==> config.mk <==
export PLATFORM = sky130hd
export DESIGN_NAME = seg7_bcd_display
export DESIGN_NICKNAME = d
export VERILOG_FILES = /design/src/rtl/seg7_pkg.sv /design/src/rtl/seg7_glyph.sv /design/src/rtl/seg7_bcd_display.sv
export SDC_FILE = /design/constraint.sdc
export NUM_CORES = 1
export LEC_CHECK = 0
export BUFFER_PORTS_ARGS = -buffer_cell sky130_fd_sc_hd__buf_2
export CAP_MARGIN = 20
export CELL_PAD_IN_SITES_DETAIL_PLACEMENT = 0
export CELL_PAD_IN_SITES_GLOBAL_PLACEMENT = 1
export CORE_MARGIN = 1
export CORE_UTILIZATION = 41
export DETAILED_ROUTE_END_ITERATION = 7
export HOLD_SLACK_MARGIN = 0.08
export PLACE_DENSITY = 0.82
export REMOVE_ABC_BUFFERS = 1
export SYNTH_ARGS = -nofsm -noshare
export SYNTH_HDL_FRONTEND = slang
export SYNTH_HIERARCHICAL = 1
export SYNTH_SLANG_ARGS = --single-unit
==> constraint.sdc <==
create_clock -name iCLK -period 3.7 [get_ports iCLK]
set_input_delay 0.555 -clock iCLK [delete_from_list [all_inputs] [get_ports iCLK]]
set_output_delay 0.555 -clock iCLK [all_outputs]
set_load 0.05 [all_outputs]
==> src/rtl/seg7_pkg.sv <==
// Shared types and constants for the BCD / hex seven-segment display block.
package seg7_pkg;

    // Controller states: waiting for a value, running double-dabble, loading outputs.
    typedef enum logic [1:0] {
        IDLE    = 2'd0,
        CONVERT = 2'd1,
        UPDATE  = 2'd2
    } state_t;

    // Active-low glyphs, bit order g..a.
    localparam logic [6:0] GLYPH_0     = 7'b1000000;
    localparam logic [6:0] GLYPH_1     = 7'b1111001;
    localparam logic [6:0] GLYPH_2     = 7'b0100100;
    localparam logic [6:0] GLYPH_3     = 7'b0110000;
    localparam logic [6:0] GLYPH_4     = 7'b0011001;
    localparam logic [6:0] GLYPH_5     = 7'b0010010;
    localparam logic [6:0] GLYPH_6     = 7'b0000010;
    localparam logic [6:0] GLYPH_7     = 7'b1111000;
    localparam logic [6:0] GLYPH_8     = 7'b0000000;
    localparam logic [6:0] GLYPH_9     = 7'b0010000;
    localparam logic [6:0] GLYPH_A     = 7'b0001000;
    localparam logic [6:0] GLYPH_B     = 7'b0000011;
    localparam logic [6:0] GLYPH_C     = 7'b1000110;
    localparam logic [6:0] GLYPH_D     = 7'b0100001;
    localparam logic [6:0] GLYPH_E     = 7'b0000110;
    localparam logic [6:0] GLYPH_F     = 7'b0001110;
    localparam logic [6:0] GLYPH_DASH  = 7'b0111111;
    localparam logic [6:0] GLYPH_BLANK = 7'b1111111;

    // Position of the decimal point inside each 8-bit digit slice.
    localparam int DP_BIT = 7;

endpackage

==> src/rtl/seg7_glyph.sv <==
// Combinational nibble-to-glyph decoder, one instance per display digit.
module seg7_glyph
    import seg7_pkg::*;
(
    input  logic [3:0] i_nibble,
    output logic [6:0] o_glyph
);

    // Look up the active-low segment pattern for the nibble.
    always_comb begin
        o_glyph = GLYPH_BLANK;
        case (i_nibble)
            4'h0:    o_glyph = GLYPH_0;
            4'h1:    o_glyph = GLYPH_1;
            4'h2:    o_glyph = GLYPH_2;
            4'h3:    o_glyph = GLYPH_3;
            4'h4:    o_glyph = GLYPH_4;
            4'h5:    o_glyph = GLYPH_5;
            4'h6:    o_glyph = GLYPH_6;
            4'h7:    o_glyph = GLYPH_7;
            4'h8:    o_glyph = GLYPH_8;
            4'h9:    o_glyph = GLYPH_9;
            4'hA:    o_glyph = GLYPH_A;
            4'hB:    o_glyph = GLYPH_B;
            4'hC:    o_glyph = GLYPH_C;
            4'hD:    o_glyph = GLYPH_D;
            4'hE:    o_glyph = GLYPH_E;
            4'hF:    o_glyph = GLYPH_F;
            default: o_glyph = GLYPH_BLANK;
        endcase
    end

endmodule

==> src/rtl/seg7_bcd_display.sv <==
// Binary-to-seven-segment display driver: decimal via serial double-dabble,
// or hexadecimal directly from the low nibbles, with overflow dashes,
// leading-zero blanking and per-digit decimal points.
module seg7_bcd_display
    import seg7_pkg::*;
#(
    parameter int WIDTH  = 32,
    parameter int DIGITS = 6
) (
    input  logic                iCLK,
    input  logic                iRST,
    input  logic [WIDTH-1:0]    in_value,
    input  logic                in_valid,
    output logic                in_ready,
    input  logic                hex_mode,
    input  logic                blank_en,
    input  logic [DIGITS-1:0]   dp_mask,
    output logic [8*DIGITS-1:0] seg,
    output logic                overflow,
    output logic                done
);

    localparam int BCDW = 4 * DIGITS;
    localparam int EXTW = (WIDTH > BCDW) ? WIDTH : BCDW;
    localparam int CNTW = $clog2(WIDTH + 1);
    localparam logic [CNTW-1:0] CNT_LOAD = CNTW'(WIDTH);
    localparam logic [CNTW-1:0] CNT_ONE  = CNTW'(1);

    state_t              r_state;
    state_t              w_next;
    logic                r_armed;
    logic [WIDTH-1:0]    r_bin;
    logic [BCDW-1:0]     r_bcd;
    logic [CNTW-1:0]     r_cnt;
    logic                r_ovfWork;
    logic                r_blank;
    logic [DIGITS-1:0]   r_dp;
    logic [8*DIGITS-1:0] r_seg;
    logic                r_ovf;
    logic                r_done;

    logic                w_accept;
    logic [EXTW-1:0]     w_inExt;
    logic                w_hexOvf;
    logic [BCDW-1:0]     w_bcdAdj;
    logic [DIGITS-1:0]   w_blankDig;
    logic [6:0]          w_glyph [DIGITS];
    logic [8*DIGITS-1:0] w_segNext;

    assign in_ready = r_armed && (r_state == IDLE);
    assign w_accept = in_valid && in_ready;
    assign seg      = r_seg;
    assign overflow = r_ovf;
    assign done     = r_done;

    // Widen (or keep) the input so the low nibbles and the bits above them can be sliced safely.
    assign w_inExt  = EXTW'(in_value);
    assign w_hexOvf = (w_inExt >> BCDW) != '0;

    // State register; reset parks the controller in IDLE.
    always_ff @(posedge iCLK or posedge iRST) begin
        if (iRST) begin
            r_state <= IDLE;
        end else begin
            r_state <= w_next;
        end
    end

    // Next-state logic: hex skips conversion, decimal runs WIDTH double-dabble steps.
    always_comb begin
        w_next = r_state;
        case (r_state)
            IDLE: begin
                if (w_accept) begin
                    w_next = hex_mode ? UPDATE : CONVERT;
                end
            end
            CONVERT: begin
                if (r_cnt == CNT_ONE) begin
                    w_next = UPDATE;
                end
            end
            UPDATE:  w_next = IDLE;
            default: w_next = IDLE;
        endcase
    end

    // Double-dabble correction: every BCD digit of 5 or more gets 3 added before the shift.
    always_comb begin
        w_bcdAdj = r_bcd;
        for (int d = 0; d < DIGITS; d++) begin
            if (r_bcd[4*d +: 4] >= 4'd5) begin
                w_bcdAdj[4*d +: 4] = r_bcd[4*d +: 4] + 4'd3;
            end
        end
    end

    // Leading-zero blanking: a digit blanks only if it and every digit above it are zero.
    always_comb begin
        logic seenNonZero;
        seenNonZero = 1'b0;
        w_blankDig  = '0;
        for (int d = DIGITS - 1; d >= 0; d--) begin
            if (r_bcd[4*d +: 4] != 4'h0) begin
                seenNonZero = 1'b1;
            end
            w_blankDig[d] = r_blank && !seenNonZero && (d != 0);
        end
    end

    genvar g;
    generate
        for (g = 0; g < DIGITS; g++) begin : gen_glyph
            seg7_glyph u_glyph (
                .i_nibble (r_bcd[4*g +: 4]),
                .o_glyph  (w_glyph[g])
            );
        end
    endgenerate

    // Assemble the display word: dashes on overflow, blanks for leading zeros, DP per mask.
    always_comb begin
        w_segNext = '1;
        for (int d = 0; d < DIGITS; d++) begin
            if (r_ovfWork) begin
                w_segNext[8*d +: 7] = GLYPH_DASH;
            end else if (w_blankDig[d]) begin
                w_segNext[8*d +: 7] = GLYPH_BLANK;
            end else begin
                w_segNext[8*d +: 7] = w_glyph[d];
            end
            w_segNext[8*d + DP_BIT] = ~r_dp[d];
        end
    end

    // Datapath: capture on accept, shift during conversion, load visible outputs in UPDATE.
    always_ff @(posedge iCLK or posedge iRST) begin
        if (iRST) begin
            r_armed   <= 1'b0;
            r_bin     <= '0;
            r_bcd     <= '0;
            r_cnt     <= '0;
            r_ovfWork <= 1'b0;
            r_blank   <= 1'b0;
            r_dp      <= '0;
            r_seg     <= '1;
            r_ovf     <= 1'b0;
            r_done    <= 1'b0;
        end else begin
            r_armed <= 1'b1;
            r_done  <= (r_state == UPDATE);
            case (r_state)
                IDLE: begin
                    if (w_accept) begin
                        r_blank <= blank_en;
                        r_dp    <= dp_mask;
                        r_cnt   <= CNT_LOAD;
                        if (hex_mode) begin
                            r_bcd     <= w_inExt[BCDW-1:0];
                            r_ovfWork <= w_hexOvf;
                        end else begin
                            r_bin     <= in_value;
                            r_bcd     <= '0;
                            r_ovfWork <= 1'b0;
                        end
                    end
                end
                CONVERT: begin
                    r_bcd     <= {w_bcdAdj[BCDW-2:0], r_bin[WIDTH-1]};
                    r_bin     <= r_bin << 1;
                    r_ovfWork <= r_ovfWork | w_bcdAdj[BCDW-1];
                    r_cnt     <= r_cnt - CNT_ONE;
                end
                UPDATE: begin
                    r_seg <= w_segNext;
                    r_ovf <= r_ovfWork;
                end
                default: begin
                end
            endcase
        end
    end

endmodule

# [Yosys cells after proc, flatten, opt, wreduce, memory -nomap -nowiden]
# Memories as Yosys holds them, arrays and structs flattened.
# Index checks and enable logic that the tools add are counted.
[totals] register_bits=123 latchBits=0 ram_bits=0 romBits=672 in_bits=43 out_inout_bits=51 wordCells=104 n_memories=6
[mem_list] memory="(no name shown)" depth=16 width=7 rd=1 rd_ports_with_merged_regs=0 write_ports=0 line_no="seg7_glyph.sv:12" source="case (i_nibble)"
[mem_list] memory="(no name shown)" depth=16 width=7 rd=1 rd_ports_with_merged_regs=0 write_ports=0 line_no="seg7_glyph.sv:12"
[mem_list] memory="(no name shown)" depth=16 width=7 rd=1 rd_ports_with_merged_regs=0 write_ports=0 line_no="seg7_glyph.sv:12"
[mem_list] memory="(no name shown)" depth=16 width=7 rd=1 rd_ports_with_merged_regs=0 write_ports=0 line_no="seg7_glyph.sv:12"
[mem_list] memory="(no name shown)" depth=16 width=7 rd=1 rd_ports_with_merged_regs=0 write_ports=0 line_no="seg7_glyph.sv:12"
[mem_list] memory="(no name shown)" depth=16 width=7 rd=1 rd_ports_with_merged_regs=0 write_ports=0 line_no="seg7_glyph.sv:12"
[classes] add_sub_neg=7 n_mul=0 div=0 order_cmp=6 eq_ne=6 shifts=0 mux=37 bitwise=7 reduce_logical=24
[op_table] op="2-to-1 mux 7 bit" n=11
[op_table] op="2-to-1 mux 32 bit" n=2
[op_table] op="case mux 32 bit (2 select lines)" n=1
[op_table] op="2-to-1 mux 24 bit" n=2
[op_table] op="case mux 24 bit (2 select lines)" n=1
[op_table] op="nonzero test 32 bit" n=1
[op_table] op="adder 4 x 2 -> 4 bit, second input constant" n=6
[op_table] op=">= comparator 4 x 3 -> 1 bit, second input constant" n=6
[op_table] op="2-to-1 mux 4 bit" n=6
[op_table] op="nonzero test 4 bit" n=5
[op_table] op="case mux 6 bit (2 select lines)" n=1
[op_table] op="logical AND 1 bit" n=7
[op_table] op="2-to-1 mux 1 bit" n=7
[op_table] op="equality test 6 x 1 -> 1 bit, second input constant" n=1
[op_table] op="2-to-1 mux 2 bit" n=3
[op_table] op="2-to-1 mux 6 bit" n=1
[op_table] op="!= test 2 bit, second input constant" n=3
[op_table] op="NOT 1 bit" n=6
[op_table] op="AND reduction 2 bit" n=3
[op_table] op="subtractor 6 x 1 -> 6 bit, second input constant" n=1
[op_table] op="zero test 1 bit" n=5
[op_table] op="case mux 2 bit (2 select lines)" n=1
[op_table] op="AND reduction 3 bit" n=1
[op_table] op="equality test 2 x 1 -> 1 bit, second input constant" n=1
[op_table] op="other kinds (5)" n=5

# [Depth between registers and ports, before layout]
# Gate-level depths: netlist of run 1.
[logic_depth] ltp_word=10 depth_mapped=6 depth_no_buf=6

# [Hierarchy]
# Netlist of run 1, hierarchy kept.
[by_module_without_submodules] mod="seg7_bcd_display" instances=1 cells_each=557 area_per_inst_um2=5914.4 seq_area_each_um2=3138.0
[by_module_without_submodules] mod="seg7_glyph (gen_glyph[2].u_glyph ...)" instances=3 cells_each=32 area_per_inst_um2=275.3 seq_area_each_um2=0.0
[by_module_without_submodules] mod="seg7_glyph (gen_glyph[0].u_glyph ...)" instances=2 cells_each=31 area_per_inst_um2=252.7 seq_area_each_um2=0.0
[by_module_without_submodules] mod="seg7_glyph (gen_glyph[3].u_glyph)" instances=1 cells_each=33 area_per_inst_um2=274.0 seq_area_each_um2=0.0

# [Worst setup path before layout of run 1]
# Ideal clock, no wire load.
[synth_path] path_type="reg2out" start="register r_state[1]" end="output in_ready" t_arrival_ns=1.725 required_ns=3.145 slack_ns=1.420 stages_incl_launch_ff=3 path_buffers=1 path_cell_list="dfrtp_1 > buf_2 > nor3b_1"
[synth_between] elab_chain_len=2
[synth_lines] item="from (decl)" line_no="seg7_bcd_display.sv:29" source="state_t r_state;"
[synth_lines] item="from (signal assigned)" line_no="seg7_bcd_display.sv:65" source="r_state <= w_next;"
[synth_lines] item="zero test 2 bit" line_no="seg7_bcd_display.sv:50" source="assign in_ready = r_armed && (r_state == IDLE);"
[synth_lines] item="logical AND 1 bit" line_no="seg7_bcd_display.sv:50"
[synth_lines] item="to (decl)" line_no="seg7_bcd_display.sv:14" source="output logic in_ready,"
# Every way passes these cells.

# [Worst setup path in the final report of run 1]
[layout_path] start="register r_state[1]" end="register r_seg[36], in the netlist seg[36]"
[layout_between] elab_chain_len=1
[layout_lines] item="equality test 2 bit" line_no="seg7_bcd_display.sv:152" source="case (r_state)"
[layout_lines] item="to (signal assigned)" line_no="seg7_bcd_display.sv:175" source="r_seg <= w_segNext;"
[layout_lines] item="to (decl)" line_no="seg7_bcd_display.sv:38" source="logic [8*DIGITS-1:0] r_seg;"
# Every way passes these cells.
# A chain may end at the register's enable or synchronous reset.

==> impl_metrics.csv, run 1 <==
group,metric,value,unit
placed_design,place_inst,1035,
cts,post_cts_buffers,0,
cts,numCtsBuffers,17,
placed_design,placed_area,8089,µm²
grt,top_usage_layer,"met2",
timing,fin_skew,0.009460,ns
detailed_routing,routedWlPerCell,16.10,µm
floorplan,num_rows,49,
synthesis,ys.flop_type,"dfrtp_1",
timing,drv_slew,0,
detailed_routing,vias,5736,
timing,max_slew.worst_pin.slew,0.8097,ns
finish,area_delta_synth_final,15.71,%
setup_path,rr_worst_depth,4,
power,irDropWorstVdd,0.0004245,V
timing,rsz0062_at_grt,"no",
placed_design,io_buffers,93,
detailed_routing,drc_errors,0,
setup_path,cp.arrival,2.63,ns
detailed_routing,drtIter0Drc,263,
setup_path,worstSetupEndpointType,"flop",
placed_design,dpl.hpwl,12010,µm
setup_path,crit_chain,"nand2b_1, nor2_1, nand2b_1, o22a_1",
timing,slew_headroom,45.73,%
cts,cts_resized,0,
floorplan,pin_count,94,
grt,grt_pass1_wl,28120,µm
floorplan,core,17960,µm²
timing,finalHoldViolCount,0,
grt,grt_max_degree,63,
finish,num_antenna_cells,0,
finish,nNetsFinal,929,
finish,regArea,3138,µm²
grt,met2_usage,29.98,%
setup_path,slowest_stage,"dfrtp_1",
cts,clk_pin_slew_worst_paths,0.06,ns
synthesis,syn_area_per_cell,10.05,µm²
synthesis,syn_inst,748,
setup_path,slowest_delay,0.61,ns
floorplan,floorplan.initialDensity,41.86,%
cts,clock-sinks,123,
grt,use_met1,27.03,%
cts,cts_hold_buffers,0,
power,p_leak,3.761,nW
run_status,status,"completed",
timing,finalSetupViolations,0,
setup_path,critPathMaxFanout,15,
cts,clk_latency,0.43,ns
finish,fin_cells,1067,
synthesis,synth_edf_count,0,
setup_path,startpoint,"r_state[1]",
floorplan,dieArea,18890,µm²
finish,final_common_cell,"buf_2",
detailed_routing,wirelength,17180,µm
grt,grtUsageTotal,19.44,%
cts,cts_tree,"yes",
setup_path,rrSetupSlack,1.41,ns
cts,htree_levels,4,
synthesis,yosys_warnings,6,
synthesis,async_flop_share,100.0,%
grt,grt_remaining_overflow,0,
setup_path,r2r-end,"seg[36]",
synthesis,ys_ff_latch,123,
detailed_routing,via_per_inst,5.376,
timing,max_freq,437.0,MHz
setup_path,critPathLaunchType,"flop",
cts,max-clock-path-buffers,2,
synthesis,syn_area,7520,µm²
synthesis,synth_seq_area_share,41.73,%
floorplan,die_h,137.4,µm
setup_path,worstPathRequired,4.04,ns
cts,cts_root_buffer,"clkbuf_16",
finish,nFillCells,1667,
timing,fin_crit_sh,61.85,%
hold_path,worstHoldPathType,"in -> async",
finish,final_cell_mix,"buf_2 (93), nand2_1 (82), dfrtp_1 (75), mux2i_1 (63)",
finish,final_area,8701,µm²
detailed_routing,firstDrtPassIters,5,
floorplan,die_x,137.4,µm
finish,multi_input_area,3974,µm²
timing,min_period,2.288,ns
finish,drive_above_1_share,24.94,%
synthesis,synthDistinctLibCells,59,
placed_design,place.gp.congestion,0.8131,
setup_path,endpoint,"seg[36]",
detailed_routing,antenna_left,0,
grt,grt_pass1_vias,5373,
setup_path,path_class,"reg -> reg",
setup_path,cpMostUsedCell,"nand2b_1",
power,power.density,1022,nW/µm²
grt,use_met3,3.606,%
grt,antenna_found_initial,0,
job,cap_viol_max_count,0,
setup_path,r2r-start,"r_state[1]",
cell usage after synthesis (14+ instances only):
cell type  number  area (µm²)
o22a_1         36       315.3
buf_2          18       90.09
dfrtp_1        75        1877
a21oi_1        26       130.1
mux2i_1        63       630.6
o21ai_1        28       140.1
nand2_1        82       307.8
inv_1          36       135.1
ha_1           61       763.2
o21ai_0        61       305.3
dfstp_2        48        1261
nor2_1         42       157.7
nand2b_1       14       87.58
clkbuf_1       15       56.30
worst min path at each step:
stage	startpoint	endpoint	slack [ns]	depth (start not counted)
4_1_cts	iRST	r_bin[26]	0.31	2
6_report	iRST	r_bcd[13]	0.28	2
2_1_floorplan	r_dp[1]	seg[15]	0.41	1
3_3_place_gp	r_dp[1]	seg[15]	0.41	1
5_1_grt	dp_mask[0]	r_dp[0]	0.32	3
3_5_place_dp	r_dp[1]	seg[15]	0.42	1
layer usage:
layer  vias to the layer above  part of all wire, %
met4                         0                  1.3
met3                        16                  3.5
met2                       105                   47
met1                      2776                   49
li1                       2839                    -
met5                         -                    0
registers in the layout, indices dropped and copies added, names as in the netlist:
signal	count
overflow	1
seg	48
r_state	2
r_ovfWork	1
r_blank	1
r_dp	6
r_armed	1
done	1
r_cnt	6
r_bcd	24
r_bin	32
where the power goes:
part	total (mW)	internal, mW	switching (mW)	leakage (nW)
logic	4.30	1.66	2.64	2.02
clock network	1.72	1.11	0.616	0.295
registers	2.87	2.12	0.743	1.44
total	8.89	4.89	4.00	3.76
metrics by stage:
step | hold WS, ns | setup TNS, ns | setup slack, ns | power (mW) | util (%)
CTS | 0.3115 | 0 | 1.416 | 8.958 | 48.44
global placement | 0.4086 | 0 | 1.528 | 7.111 | 45.03
detailed placement | 0.4185 | 0 | 1.449 | 7.206 | 45.03
finish | 0.2791 | 0 | 1.412 | 8.889 | 48.44
global route | 0.3169 | 0 | 1.257 | 9.588 | 48.44
floorplan | 0.4053 | -3.483 | -0.04644 | 6.131 | -
worst max-delay path, delay by kind of cell (launching register included):
family	cells	cell delay, ns
simple gates	3	1.34
flops	1	0.61
compound gates	1	0.26
final cells by class:
type	instances	share of cell area [%]
timing repair buffer	102	6.270
inverter	38	1.668
tap	229	3.293
clock buffer	21	5.407
clock inverter	11	1.625
sequential	123	36.07
multi-input combinational	543	45.67
cell families (layout without fill, tap and decap cells):
| logic type | Yosys count | after routing | share of synthesized area (%) |
|---|---|---|---|
| buf+inv | 82 | 172 | 5.441 |
| other cells | 1 | 1 | 0.04987 |
| compound gates | 205 | 205 | 17.59 |
| mux | 79 | 79 | 11.93 |
| simple gates | 196 | 196 | 13.00 |
| xor+xnor | 1 | 1 | 0.1165 |
| flops | 123 | 123 | 41.73 |
| fa+ha+maj | 61 | 61 | 10.15 |
Note: power is estimated with default switching activity, not from simulation.
==> inputs of run 2 (changes only) <==
CORE_UTILIZATION = 46   (was 41)
PLACE_DENSITY = 0.87   (was 0.82)
clock period = 2.33 ns   (was 3.7 ns; I/O delays follow)
==> run 2 against run 1 <==
  * Final area rose by 1.5%
  * Via count grew 0.94%
  * Count of clock-buffer cells in the layout up 4
  * Highest routed layer unchanged
  * Non-clock buffer count increased by 23
  * Largest power group unchanged
  * Register-to-register slack worse by 1.1 ns
  * Largest cell class unchanged
  * Power up 59%
  * Clock skew rose by 0.00055 ns
==> impl_metrics.csv, run 2 (synthesis gave the netlist of run 1 again) <==
group,metric,value,unit
run_status,status,"completed",
power,p_leak,3.858,nW
hold_path,whs_endpoint,"r_dp[0]",
hold_path,worstHoldStart,"dp_mask[0]",
timing,setup_tns,0,ns
finish,final_cell_mix,"buf_2 (93), nand2_1 (82), dfrtp_1 (75), mux2i_1 (63)",
timing,max_slew.worst_pin.slew,0.6047,ns
cts,cts_resized,0,
detailed_routing,via_per_inst,5.376,
setup_path,worstPathRequired,2.68,ns
timing,whs,0.1201,ns
grt,grt_pass1_wl,27160,µm
placed_design,dp_slack,0.3680,ns
detailed_routing,antenna_left,0,
setup_path,cp.arrival,2.35,ns
cts,post_cts_buffers,0,
power,power.density,1604,nW/µm²
detailed_routing,routedWlPerCell,15.80,µm
cts,clk_latency,0.42,ns
cts,cts_root_buffer,"clkbuf_16",
finish,final_common_cell,"buf_2",
floorplan,die_x,129.9,µm
timing,finalHoldViolCount,0,
floorplan,dieArea,16860,µm²
floorplan,core,15940,µm²
setup_path,worstSetupEndpointType,"flop",
grt,grt_pass1_vias,5376,
detailed_routing,firstDrtPassIters,4,
setup_path,path_class,"reg -> reg",
cts,cts_tree,"yes",
timing,finalSetupViolations,0,
setup_path,critPathMaxFanout,11,
grt,grtUsageTotal,20.95,%
timing,fin_skew,0.01001,ns
finish,num_antenna_cells,0,
hold_path,hold_path_depth,3,
setup_path,r2r-end,"seg[13]",
timing,slew_headroom,59.69,%
placed_design,io_buffers,93,
grt,grt_remaining_overflow,0,
timing,min_period,1.993,ns
timing,fin_ws,0.3369,ns
job,cap_viol_max_count,0,
floorplan,floorplan.initialDensity,47.17,%
timing,drv_slew,0,
floorplan,die_h,129.9,µm
cts,htree_levels,4,
timing,max_freq,501.7,MHz
finish,area_delta_synth_final,17.39,%
finish,largest_reg_flops,48,
setup_path,startpoint,"r_bcd[12]",
grt,antenna_found_initial,0,
floorplan,num_rows,46,
setup_path,rr_worst_depth,6,
timing,rsz0062_at_grt,"no",
finish,utilization,55.37,%
cts,clk_pin_slew_worst_paths,0.05,ns
detailed_routing,wirelength,17010,µm
grt,grt_max_degree,55,
floorplan,pin_count,94,
placed_design,dpl.hpwl,12230,µm
cts,clock-sinks,123,
timing,fin_crit_sh,85.54,%
placed_design,place.gp.congestion,0.8542,
power,irDropWorstVdd,0.0007229,V
finish,drive_above_1_share,26.25,%
hold_path,worstHoldPathType,"in -> reg",
detailed_routing,vias,5790,
setup_path,rrSetupSlack,0.34,ns
power,finalPower,14.16,mW
finish,nNetsFinal,952,
setup_path,critPathLaunchType,"flop",
setup_path,r2r-start,"r_bcd[12]",
cts,numCtsBuffers,17,
detailed_routing,drtIter0Drc,277,
cts,max-clock-path-buffers,2,
detailed_routing,drc_errors,0,
-- run 2: changes by cell type in the layout (fill, tap and decap cells not counted) --
cell and change:
clkinv_4 +1, dlygate4sd3_1 +1, buf_12 +1, clkinvlp_4 -2
buf_4 +21, clkbuf_1 +5, bufinv_16 -1, clkbuf_8 -1
inv_6 -1, clkinv_2 -1
-- run 2: critical path: stages (launching register included) --
cell and delay (ns):
dfrtp_1 0.49, inv_1 0.17, ha_1 0.16, nor3b_2 0.28, nand4_1 0.27, o21ai_2 0.36
o22a_1 0.20
-- run 2: worst max-delay path by stage --
stage                   end  cells past startpoint
floorplan              done                      1
global placement    seg[11]                      6
detailed placement   seg[8]                      6
CTS                 seg[12]                      6
global route         seg[9]                      6
finish              seg[13]                      6
-- run 2: layout make-up --
type | count | area [µm²]
well taps | 216 | 270.3
fillers | 1426 | 7116
clock buffers | 25 | 475.5
multi-input cells | 543 | 3974
clock inverters | 7 | 91.34
flip-flops and latches | 123 | 3138
repair buffers | 125 | 733.2
inverters | 38 | 145.1
-- run 2: power breakdown --
part / total [mW] / leakage [nW] / switching (mW) / internal [mW]
sequential: 4.28 / 1.44 / 0.901 / 3.37
combinational: 7.35 / 2.14 / 4.52 / 2.83
clock: 2.53 / 0.275 / 0.905 / 1.62
total: 14.2 / 3.86 / 6.33 / 7.83
-- run 2: through the flow --
step	instances	area, µm²
CTS	1077	8827
global route	1077	8827
detailed placement	1044	8250
global placement	1044	8250
floorplan	704	7253
finish	1077	8827
-- run 2: timing repair --
item | 4_1_cts | 5_1_grt
endpoints found under the hold margin | 22 | 0
hold buffers | 1 | 0
setup endpoints to repair | 0 | 0
-- run 2: metal layers --
metal | global-route usage (%) | share of wire [%]
met4 | 8.824 | 2.2
met5 | 0 | 0
met1 | 27.85 | 48
met2 | 33.78 | 47
met3 | 3.690 | 3.2
